<file path="config.mk">
export PLATFORM = sky130hd
export DESIGN_NAME = tile_map_scanner
export DESIGN_NICKNAME = d
export VERILOG_FILES = /design/src/rtl/tile_map_scanner.sv
export SDC_FILE = /design/constraint.sdc
export NUM_CORES = 1
export LEC_CHECK = 0
export ABC_AREA = 1
export CORE_ASPECT_RATIO = 0.5
export CORE_MARGIN = 5
export CORE_UTILIZATION = 41
export CTS_CLUSTER_DIAMETER = 120
export DETAILED_ROUTE_END_ITERATION = 10
export PLACE_DENSITY = 0.81
export SLEW_MARGIN = 20
export SYNTH_ARGS = -nofsm -noshare
export SYNTH_HDL_FRONTEND = slang
export SYNTH_SLANG_ARGS = --single-unit
export TNS_END_PERCENT = 100
</file>
<file path="constraint.sdc">
create_clock -name Clock -period 1.8 [get_ports Clock]
set_clock_uncertainty 0.2 [all_clocks]
set_input_delay 0.36 -clock Clock [delete_from_list [all_inputs] [get_ports Clock]]
set_output_delay 0.36 -clock Clock [all_outputs]
set_load 0.02 [all_outputs]
</file>
<file path="src/rtl/tile_map_scanner.sv">
// Background-redraw sequencer: walks the visible tile window of the map ROM
// and hands each tile to the 8x8 drawer over its Enable/Done handshake.
module tile_map_scanner #(
  parameter int MAP_COLS_LOG2 = 6,
  parameter int SCREEN_COLS   = 20,
  parameter int SCREEN_ROWS   = 15
) (
  input  logic                     Clock,
  input  logic                     Resetn,
  input  logic                     Start,
  input  logic [MAP_COLS_LOG2-1:0] ScrollCol,
  output logic [MAP_COLS_LOG2+3:0] MapAddress,
  input  logic [3:0]               MapData,
  output logic [7:0]               TileX,
  output logic [6:0]               TileY,
  output logic [3:0]               TileSel,
  output logic                     TileEnable,
  input  logic                     TileDone,
  output logic                     Busy,
  output logic                     FrameDone
);

  localparam int MW = MAP_COLS_LOG2;
  localparam logic [4:0] LAST_COL = 5'(SCREEN_COLS - 1);
  localparam logic [3:0] LAST_ROW = 4'(SCREEN_ROWS - 1);

  typedef enum logic [2:0] {
    S_IDLE,
    S_FETCH,
    S_WAIT,
    S_LATCH,
    S_ENABLE,
    S_RELEASE,
    S_NEXT,
    S_DONE
  } state_t;

  state_t          state_q, state_d;
  logic [4:0]      scol_q, scol_d;
  logic [3:0]      srow_q, srow_d;
  logic [MW-1:0]   base_q, base_d;
  logic [3:0]      tile_sel_q, tile_sel_d;
  logic            tile_enable_q, tile_enable_d;
  logic [MW-1:0]   mapcol;

  // Column wraps at the map edge because the carry out of this add is dropped.
  assign mapcol     = base_q + MW'(scol_q);
  assign MapAddress = {srow_q, mapcol};
  assign TileX      = {scol_q, 3'b000};
  assign TileY      = {srow_q, 3'b000};
  assign TileSel    = tile_sel_q;
  assign TileEnable = tile_enable_q;
  assign Busy       = (state_q != S_IDLE);
  assign FrameDone  = (state_q == S_DONE);

  always_comb begin
    state_d    = state_q;
    scol_d     = scol_q;
    srow_d     = srow_q;
    base_d     = base_q;
    tile_sel_d = tile_sel_q;
    case (state_q)
      S_IDLE: begin
        if (Start) begin
          base_d  = ScrollCol;
          scol_d  = '0;
          srow_d  = '0;
          state_d = S_FETCH;
        end
      end
      S_FETCH: state_d = S_WAIT;
      S_WAIT:  state_d = S_LATCH;
      S_LATCH: begin
        tile_sel_d = MapData;
        state_d    = S_ENABLE;
      end
      S_ENABLE: begin
        if (TileDone) state_d = S_RELEASE;
      end
      // The drawer must drop Done before the next tile may be offered.
      S_RELEASE: begin
        if (!TileDone) state_d = S_NEXT;
      end
      S_NEXT: begin
        if (scol_q < LAST_COL) begin
          scol_d  = scol_q + 5'd1;
          state_d = S_FETCH;
        end else if (srow_q < LAST_ROW) begin
          scol_d  = '0;
          srow_d  = srow_q + 4'd1;
          state_d = S_FETCH;
        end else begin
          state_d = S_DONE;
        end
      end
      S_DONE:  state_d = S_IDLE;
      default: state_d = S_IDLE;
    endcase
    tile_enable_d = (state_d == S_ENABLE);
  end

  always_ff @(posedge Clock or negedge Resetn) begin
    if (!Resetn) begin
      state_q       <= S_IDLE;
      scol_q        <= '0;
      srow_q        <= '0;
      base_q        <= '0;
      tile_sel_q    <= '0;
      tile_enable_q <= 1'b0;
    end else begin
      state_q       <= state_d;
      scol_q        <= scol_d;
      srow_q        <= srow_d;
      base_q        <= base_d;
      tile_sel_q    <= tile_sel_d;
      tile_enable_q <= tile_enable_d;
    end
  end

endmodule

</file>
## Yosys cells after proc, flatten, opt, wreduce, memory -nomap -nowiden

Cells that the tools add are included.

| storage, ports and cells | value |
|---|---|
| flip-flop bits (word level) | 23 |
| output and inout port bits | 32 |

| operators by class | value |
|---|---|
| $add $sub $neg | 3 |
| order comparisons | 2 |
| equal/unequal tests | 12 |
| multiplexer cells | 14 |
| reduce and logical (&&, ||, !) cells | 6 |

Operators by type and width:

| operator | count |
|---|---|
| 3-bit case mux with 8 select lines | 1 |
| 3-bit == test (second input constant) | 5 |
| 3-bit 2-to-1 mux | 5 |
| 5-bit 2-to-1 mux | 3 |
| 4-bit 2-to-1 mux | 3 |
| 5-bit case mux with 2 select lines | 1 |
| 4-bit case mux with 2 select lines | 1 |
| 6-bit by 5-bit adder with 6-bit output | 1 |
| 3-bit by 2-bit == test with 1-bit output (second input constant) | 2 |
| 2-bit != test (second input constant) | 3 |
| 5-bit by 1-bit adder with 5-bit output (second input constant) | 1 |
| 5-bit < comparator (second input constant) | 1 |
| 4-bit by 1-bit adder with 4-bit output (second input constant) | 1 |
| 4-bit < comparator (second input constant) | 1 |
| 4-bit AND reduction | 1 |
| 3-bit by 1-bit == test with 1-bit output (second input constant) | 1 |
| 3-bit logical NOT | 1 |
| 3-bit != test (second input constant) | 1 |
| 3-bit AND reduction | 1 |
| 3-bit nonzero test | 1 |
| 2-bit AND reduction | 1 |
| 2-bit nonzero test | 1 |

## Depth between registers and ports, before layout

Gate-level depths: netlist of run 1.

| logic depth | value |
|---|---|
| word-level depth | 5 |
| mapped depth | 7 |

## Least setup slack after synthesis of run 1

No wires, ideal clock.

| timing path | value |
|---|---|
| path type | reg-to-output |
| start point | reg scol_q[0] |
| end point | out MapAddress[4] |
| arrival time | 1761 ps |
| slack | -521 ps |
| stages on the path, launching flop included | 6 |
| path through | dfrtp_1 ha_1 inv_1 fa_1 o21ai_0 xor2_1 |

| between the ends | value |
|---|---|
| word-level cells in the longest chain between the ends | 1 |

RTL lines:

| item | RTL line | source |
|---|---|---|
| from (decl) | 39 | `logic [4:0] scol_q, scol_d;` |
| from (signal assigned) | 112 | `scol_q <= scol_d;` |
| 6-bit by 5-bit adder with 6-bit output | 47 | `assign mapcol = base_q + MW'(scol_q);` |
| to (decl) | 12 | `output logic [MAP_COLS_LOG2+3:0] MapAddress,` |

Every way passes these cells.

## Final worst setup path of run 1

| timing path | value |
|---|---|
| start point | reg base_q[0] |
| end point | out MapAddress[4] |

| between the ends | value |
|---|---|
| word-level cells in the longest chain between the ends | 1 |

RTL lines:

| item | RTL line | source |
|---|---|---|
| from (decl) | 41 | `logic [MW-1:0] base_q, base_d;` |
| from (signal assigned) | 114 | `base_q <= base_d;` |
| 6-bit by 5-bit adder with 6-bit output | 47 |  |

Every way passes these cells.

==> results.toml, run 1 <==
[status]
status = "finished with violations"
violations = "setup timing"

[grt]
grt_first_pass_wirelength_um = 5816
gr-max-usage-layer = "met2"
grt_pass1_vias = 1258
antenna_found_initial = 0
grt_use_total_pct = 15.43
grt_max_degree = 24
met1_usage_pct = 18.44
met2_usage_pct = 28.52
grt_overflow = 0
use_met3_pct = 3.035

[timing]
rsz0062_at_grt = "true"
min_period_ns = 2.212
final_hold_viol_count = 0
hold_ws_ns = 0.2416
setup_viol = 5
slew_violations = 0
finalWorstSetupSlack_ns = -0.4124
max_freq_ghz = 0.4520
period_share_pct = 122.9

[critical_path]
reg2reg_to = "scol_q[0]$_DFFE_PN0P_"
r2r_slack_ns = 0.22
startpoint = "base_q[0]$_DFFE_PN0P_"
setup.worst_path.end_class = "primary output"
cpMaxStageDelayCell = "dfrtp_1"
worst-path-buf-inv = 2
r2r_cells = 7
r2r-start = "scol_q[2]$_DFFE_PN0P_"
crit_type = "flip-flop to primary output"
critPathMaxStageDelay_ns = 0.39
cp_top_family = "adder cells"
start_kind = "flip-flop"
cp_max_fo = 2
crit_required_ns = 1.24
crit_chain = "ha_4 -> inv_2 -> fa_2 -> o21ai_4 -> xor2_2 -> buf_4"
critPathArrivalTime_ns = 1.65

[floorplanning]
rows = 15
dieHeight_um = 51.65
die_x_um = 93.31
initial_core_util_pct = 42.11
io_pins = 46
dieArea_mm2 = 0.004819
core_mm2 = 0.003378

[cells_and_area]
ff_latch_area_um2 = 581.8
multi_input_area_um2 = 820.8
fin_nets = 253
fillerInstances = 263
area_delta_synth_final_pct = 48.28
drive_gt1_share_pct = 31.30
final_cell_mix = "nand2_1 (46), buf_4 (23), dfrtp_1 (18)"
final_common_cell = "nand2_1"
n_antenna_cell = 0

[clocking]
clk_path_buf_depth = 2
insertion_delay_ns = 0.27
path_clk_slew_ns = 0.08
cts_tree = "yes"
cts_root_buffer = "clkbuf_8"
cts_made_buffers = 3
clock_sinks = 23
cts_hold_buf = 0
htreeDepth = 1

[detailed_routing]
dr_total_vias = 1305
drt_wl_total_um = 3467
viasPerCell = 4.798
ant_nets = 0
wl_per_cell_um = 12.75
drc = 0
drt_first_iter_violations = 94
first_pass_iters = 4

[power]
power_w = 0.003042
vdd_drop_max_mv = 0.7314
p_leak_nw = 1.152
powerDensity_mw_per_mm2 = 1442

[logic_synthesis]
ys_warn_count = 0
syn_area_mm2 = 0.001423
synth.distinct_cells = 26
ys_seq_elements = 23
yosysSeqAreaShare_pct = 40.46
avgSynthCellArea_um2 = 8.271
syn_inst = 172

[place]
numPortBuffers = 39
routabilityCongestion = 0.8441
dp_hpwl_um = 2599

[run]
maxCapViolCount = 0

[hold_path]
hold_class = "input port to async pin"
-- where the power goes --
group | leakage (nW) | internal [W] | switching [W] | total, W
combinational | 0.841 | 0.000895 | 0.000988 | 0.00188
sequential | 0.288 | 0.000698 | 0.000135 | 0.000833
clock | 0.0228 | 0.000158 | 0.000168 | 0.000326
total | 1.15 | 0.00175 | 0.00129 | 0.00304
-- cell usage after synthesis, drive strengths merged --
library cell,count,area share [%]
xnor2,2,1.2
a21oi,4,1.7
ha,7,6.2
nor2,10,4.4
nand3,21,8.1
a21boi,1,0.53
nand2,51,14
xor2,4,2.5
mux2,4,3.2
conb,1,0.26
or2,2,0.88
inv,20,5.3
buf,11,6.1
fa,1,1.4
o21bai,1,0.53
nand4,5,2.2
o21ai,4,1.4
dfrtp,23,40
-- worst max-delay path by stage --
| stage | endpoint | slack, ns | depth (start not counted) |
|---|---|---|---|
| floorplan | MapAddress[4] | -0.19 | 5 |
| detailed placement | MapAddress[4] | -0.58 | 6 |
| CTS | MapAddress[4] | -0.42 | 6 |
| global placement | MapAddress[4] | -0.55 | 6 |
| finish | MapAddress[4] | -0.41 | 6 |
| global route | MapAddress[4] | -0.49 | 6 |
-- metal layers --
| metal | wire [um] | up-vias |
|---|---|---|
| met5 | 0 | - |
| met4 | 37 | 0 |
| met3 | 109 | 5 |
| met2 | 1835 | 27 |
| met1 | 1485 | 624 |
| li1 | - | 649 |
-- final cells by class --
type | instances | share of cell area [%]
clock buffer | 4 | 2.135
multi-input combinational | 123 | 38.91
sequential | 23 | 27.58
inverter | 20 | 3.559
timing repair buffer | 60 | 25.33
tap | 42 | 2.491
-- stage by stage --
stage	utilization, %	setup TNS [ns]	instances	instance area [um2]	setup slack [ns]
after floorplan	-	-0.3389	177	1521	-0.1863
after global placement	59.59	-2.352	265	2013	-0.5470
after detailed placement	59.59	-2.478	265	2013	-0.5841
after CTS	61.67	-1.576	270	2083	-0.4234
after global routing	62.44	-2.030	272	2110	-0.4895
final	62.44	-1.634	272	2110	-0.4124
-- flip-flops by register name, summed over array words and instances (netlist names) --
signal      cells
TileEnable      1
TileSel         4
base_q          6
scol_q          5
srow_q          4
state_q         3
-- logic make-up after synthesis --
kind of cell / Yosys count / share of synthesized area, %
xor gates and xnor gates: 6 / 3.694
buffers and inverters: 31 / 11.35
and+or+nand+nor: 89 / 29.38
other: 1 / 0.2636
AOI/OAI and AO/OA: 10 / 4.134
adders and majority gates: 8 / 7.564
DFF: 23 / 40.46
muxes: 4 / 3.166
-- repair_timing --
item	CTS	global route
endpoints found under the setup margin	21	13
gates resized for setup	55	10
pin swaps	3	5
buffers inserted	2	3
Note: power is estimated with default switching activity, not from simulation.
==> run 2: changes to the inputs <==
--- a/config.mk
+++ b/config.mk
@@ -8,10 +8,10 @@
 export ABC_AREA = 1
 export CORE_ASPECT_RATIO = 0.5
 export CORE_MARGIN = 5
-export CORE_UTILIZATION = 41
+export CORE_UTILIZATION = 46
 export CTS_CLUSTER_DIAMETER = 120
 export DETAILED_ROUTE_END_ITERATION = 10
-export PLACE_DENSITY = 0.81
+export PLACE_DENSITY = 0.86
 export SLEW_MARGIN = 20
 export SYNTH_ARGS = -nofsm -noshare
 export SYNTH_HDL_FRONTEND = slang
==> constraint.sdc (replaced) <==
create_clock -name Clock -period 2.4 [get_ports Clock]
set_clock_uncertainty 0.2 [all_clocks]
set_input_delay 0.48 -clock Clock [delete_from_list [all_inputs] [get_ports Clock]]
set_output_delay 0.48 -clock Clock [all_outputs]
set_load 0.02 [all_outputs]
==> results.toml, run 2 (synthesis results as in run 1) <==
[place]
dp_cells = 257
routabilityCongestion = 0.8415
dp_hpwl_um = 2529
place_ws_ns = -0.2767
numPortBuffers = 39

[clocking]
path_clk_slew_ns = 0.08
cts_made_buffers = 3
clk_path_buf_depth = 2
cts_tree = "yes"
cts_hold_buf = 0
clock_sinks = 23
insertion_delay_ns = 0.26
htreeDepth = 1
cts_root_buffer = "clkbuf_8"

[cells_and_area]
largest_reg_flops = 6
n_antenna_cell = 0
final_common_cell = "nand2_1"
final_cell_mix = "nand2_1 (49), clkdlybuf4s50_1 (34), dfrtp_1 (22)"
top_register = "base_q"
area_delta_synth_final_pct = 39.14
fin_nets = 246
final_util_pct = 66.47
drive_gt1_share_pct = 21.52
fin_cells = 263
largestRegisters = "base_q: 6 flops, scol_q: 5 flops"

[timing]
period_share_pct = 96.98
min_period_ns = 2.327
slew_violations = 0
setup_viol = 0
final_hold_viol_count = 0
finalWorstSetupSlack_ns = 0.07259
rsz0062_at_grt = "true"
max_freq_ghz = 0.4297

[critical_path]
critPathArrivalTime_ns = 1.65
setup.worst_path.end_class = "primary output"
worst-path-buf-inv = 2
critPathMaxStageDelay_ns = 0.39
cp_max_fo = 3
cpMaxStageDelayCell = "dfrtp_1"
crit_type = "flip-flop to primary output"
start_kind = "flip-flop"
cp_top_family = "adder cells"
crit_chain = "ha_4 -> inv_2 -> fa_2 -> o21ai_2 -> xor2_1 -> buf_4"
crit_required_ns = 1.72

[floorplanning]
rows = 14
dieHeight_um = 49.33
initial_core_util_pct = 47.77
dieArea_mm2 = 0.004372
die_x_um = 88.65
io_pins = 46
core_mm2 = 0.002978

[detailed_routing]
viasPerCell = 4.768
wl_per_cell_um = 12.46
drc = 0
ant_nets = 0
first_pass_iters = 4
dr_total_vias = 1254
drt_wl_total_um = 3276
drt_first_iter_violations = 67

[grt]
grt_max_degree = 24
grt_pass1_vias = 1202
grt_overflow = 0
antenna_found_initial = 0
grt_first_pass_wirelength_um = 5540
grt_use_total_pct = 16.00

[run]
maxCapViolCount = 0

[power]
powerDensity_mw_per_mm2 = 1071
power_w = 0.002119
p_leak_nw = 1.002
vdd_drop_max_mv = 0.5219

[hold_path]
hold_class = "flip-flop to flip-flop"

[status]
status = "finished clean"
-- run 2: changes by cell type in the layout (fill, tap and decap cells not counted), sizes merged --
| cell | change |
|---|---|
| clkinv | +1 |
| dlymetal6s2s | -5 |
| dlygate4sd2 | -13 |
| clkdlybuf4s15 | -1 |
| clkbuf | -2 |
| buf | -8 |
| clkdlybuf4s50 | +21 |
-- run 2: routing by layer --
metal / global-route usage [%] / share of wire [%] / routed length (um)
met1: 18.26 / 41 / 1343
met2: 29.06 / 52 / 1717
met3: 3.879 / 5.6 / 182
met4: 5.025 / 0.98 / 32
met5: 0 / 0 / 0
-- run 2: layout make-up --
cell class | instances | area, um2
Multi-Input combinational cell | 123 | 755.7
Clock inverter | 1 | 5.005
Sequential cell | 23 | 576.8
Fill cell | 243 | 998.5
Timing Repair Buffer | 53 | 475.5
Inverter | 20 | 75.07
Tap cell | 40 | 50.05
Clock buffer | 3 | 41.29
-- run 2: worst paths after layout --
kind / startpoint / to / slack [ns] / depth (start not counted)
worst max-delay path: base_q[0]$_DFFE_PN0P_ / MapAddress[4] / 0.07 / 6
max in group asynchronous: Resetn / scol_q[0]$_DFFE_PN0P_ / 1.39 / 2
worst min register to register: TileSel[0]$_DFFE_PN0P_ / TileSel[0]$_DFFE_PN0P_ / 0.31 / 1
worst min-delay path: TileSel[0]$_DFFE_PN0P_ / TileSel[0]$_DFFE_PN0P_ / 0.31 / 1
worst max register to register: scol_q[0]$_DFFE_PN0P_ / scol_q[2]$_DFFE_PN0P_ / 0.74 / 6
min in group asynchronous: Resetn / scol_q[2]$_DFFE_PN0P_ / 0.36 / 2
-- run 2: stage by stage --
stage               area (um2)  setup TNS, ns  hold WS (ns)
detailed placement        1887        -0.5112        0.2665
CTS                       1936      -0.008118        0.2871
global placement          1887        -0.3212        0.2611
finish                    1979              0        0.3140
global route              1979       -0.02728        0.3363
floorplan                 1443              0      -0.01559
-- run 2: where the power goes --
| part | switching (W) | internal, W | total [W] |
|---|---|---|---|
| registers | 0.000103 | 0.000521 | 0.000624 |
| clock network | 0.000125 | 0.000116 | 0.000241 |
| logic | 0.000679 | 0.000576 | 0.00125 |
-- run 2: timing repair --
item	CTS	global route
gates resized for setup	22	10
setup buffers	0	2
pin swaps	1	2
endpoints found under the setup margin	5	5
-- run 2: worst register-to-register path, stage by stage, from the launching register on --
cell	delay [ns]
dfrtp_2	0.43
buf_4	0.13
buf_4	0.15
ha_1	0.22
or2_2	0.28
nand4_1	0.09
nand2_1	0.06
==> run 3: changes to the inputs <==
--- a/config.mk
+++ b/config.mk
@@ -8,10 +8,11 @@
 export ABC_AREA = 1
 export CORE_ASPECT_RATIO = 0.5
 export CORE_MARGIN = 5
-export CORE_UTILIZATION = 46
+export CORE_UTILIZATION = 47
+export CTS_BUF_LIST = sky130_fd_sc_hd__clkbuf_2 sky130_fd_sc_hd__clkbuf_4 sky130_fd_sc_hd__clkbuf_8
 export CTS_CLUSTER_DIAMETER = 120
 export DETAILED_ROUTE_END_ITERATION = 10
-export PLACE_DENSITY = 0.86
+export PLACE_DENSITY = 0.87
 export SLEW_MARGIN = 20
 export SYNTH_ARGS = -nofsm -noshare
 export SYNTH_HDL_FRONTEND = slang
==> results.toml, run 3 (synthesis results as in run 1) <==
[timing]
min_period_ns = 2.326
final_hold_viol_count = 0
rsz0062_at_grt = "true"
max_freq_ghz = 0.4300
slew_violations = 0
period_share_pct = 96.91
finalWorstSetupSlack_ns = 0.07425
setup_viol = 0
fin_setup_tns_ns = 0

[clocking]
cts_setup_buffers = 0
cts_tree = "yes"
insertion_delay_ns = 0.26
clk_path_buf_depth = 2
cts_root_buffer = "clkbuf_8"
cts_made_buffers = 3
clock_sinks = 23
path_clk_slew_ns = 0.08
htreeDepth = 1

[cells_and_area]
n_antenna_cell = 0
largestRegisters = "base_q: 6 flops, scol_q: 5 flops"
final_common_cell = "nand2_1"
largest_reg_flops = 6
final_cell_mix = "nand2_1 (49), clkdlybuf4s50_1 (34), dfrtp_1 (22)"
fin_nets = 245
top_register = "base_q"
drive_gt1_share_pct = 21.62
area_delta_synth_final_pct = 39.67

[place]
routabilityCongestion = 0.8239
dp_hpwl_um = 2582
place_ws_ns = -0.3088
numPortBuffers = 39

[grt]
grt_max_degree = 24
grt_first_pass_wirelength_um = 5492
grt_overflow = 0
antenna_found_initial = 0
grt_use_total_pct = 16.17
grt_pass1_vias = 1232

[hold_path]
whs_path_depth = 1
hp-start = "TileSel[1]$_DFFE_PN0P_"
hold_class = "flip-flop to flip-flop"

[critical_path]
critPathArrivalTime_ns = 1.65
r2r_cells = 7
startpoint = "base_q[0]$_DFFE_PN0P_"
start_kind = "flip-flop"
crit_type = "flip-flop to primary output"
cpMaxStageDelayCell = "dfrtp_1"
setup.worst_path.end_class = "primary output"
r2r-start = "scol_q[2]$_DFFE_PN0P_"
crit_chain = "ha_4 -> inv_2 -> fa_2 -> o21ai_2 -> xor2_1 -> buf_4"
cp_max_fo = 3
critPathMaxStageDelay_ns = 0.39
crit_required_ns = 1.72

[power]
p_leak_nw = 0.9969
vdd_drop_max_mv = 0.6062
powerDensity_mw_per_mm2 = 1082

[floorplanning]
die_x_um = 87.81
initial_core_util_pct = 48.06
rows = 14
dieHeight_um = 48.91
core_mm2 = 0.002960
dieArea_mm2 = 0.004294
io_pins = 46

[detailed_routing]
drc = 0
ant_nets = 0
drt_wl_total_um = 3496
wl_per_cell_um = 13.34
viasPerCell = 5.008
first_pass_iters = 4
drt_first_iter_violations = 46
dr_total_vias = 1312

[status]
status = "finished clean"

[run]
maxCapViolCount = 0
run 3: cell count changes in the layout (fill, tap and decap cells not counted):
cell      before  now
clkinv_2       1    0
buf_4         16   15
ha_4           3    4
ha_1           4    3
clkbuf_4       0    1
run 3: through the flow:
stage	hold slack (ns)	instances	area (um2)	total power, W	util (%)
6_report	0.3101	262	1987	0.002149	67.12
5_1_grt	0.3273	262	1987	0.002287	67.12
4_1_cts	0.2936	262	1961	0.002117	66.23
3_5_place_dp	0.2756	258	1894	0.001861	63.99
3_3_place_gp	0.2591	258	1894	0.001812	63.99
2_1_floorplan	-0.01559	177	1443	0.001325	-
run 3: layer usage:
layer	track usage (%)	routed length (um)
met1	18.26	1386
met2	30.25	1874
met3	4.216	211
met4	3.571	23
met5	0	0
run 3: path summary, 6_finish.rpt:
path | end | slack (ns)
worst max-delay path | MapAddress[4] | 0.07
worst min-delay path | TileSel[1]$_DFFE_PN0P_ | 0.31
worst max register to register | scol_q[0]$_DFFE_PN0P_ | 0.82
worst min register to register | TileSel[1]$_DFFE_PN0P_ | 0.31
max in group asynchronous | scol_q[0]$_DFFE_PN0P_ | 1.37
min in group asynchronous | TileSel[1]$_DFFE_PN0P_ | 0.38
run 3: timing repair:
item / 4_1_cts / 5_1_grt
endpoints found under the setup margin: 5 / 5
pin swaps: 1 / 0
gates resized for setup: 24 / 9
hold buffers: 0 / 0
run 3: area by class of cell:
class | instances | area, um2
clock buffer | 4 | 48.80
fill | 227 | 973.4
inverter | 20 | 75.07
multi-input combinational | 123 | 768.2
sequential | 23 | 576.8
tap | 40 | 50.05
timing repair buffer | 52 | 467.9
run 3: power by group:
group | leakage [nW] | internal (W) | switching (W)
Combinational | 0.676 | 0.000574 | 0.000691
Clock | 0.0262 | 0.000130 | 0.000118
Sequential | 0.295 | 0.000522 | 0.000115
run 3: critical path, delay by kind of cell (launching register included):
kind	cells	cell delay, ns
AO/OA/AOI/OAI	1	0.14
XOR/XNOR	1	0.15
adder cells (fa/ha/maj)	2	0.51
buffers and inverters	2	0.20
flip-flops	1	0.39
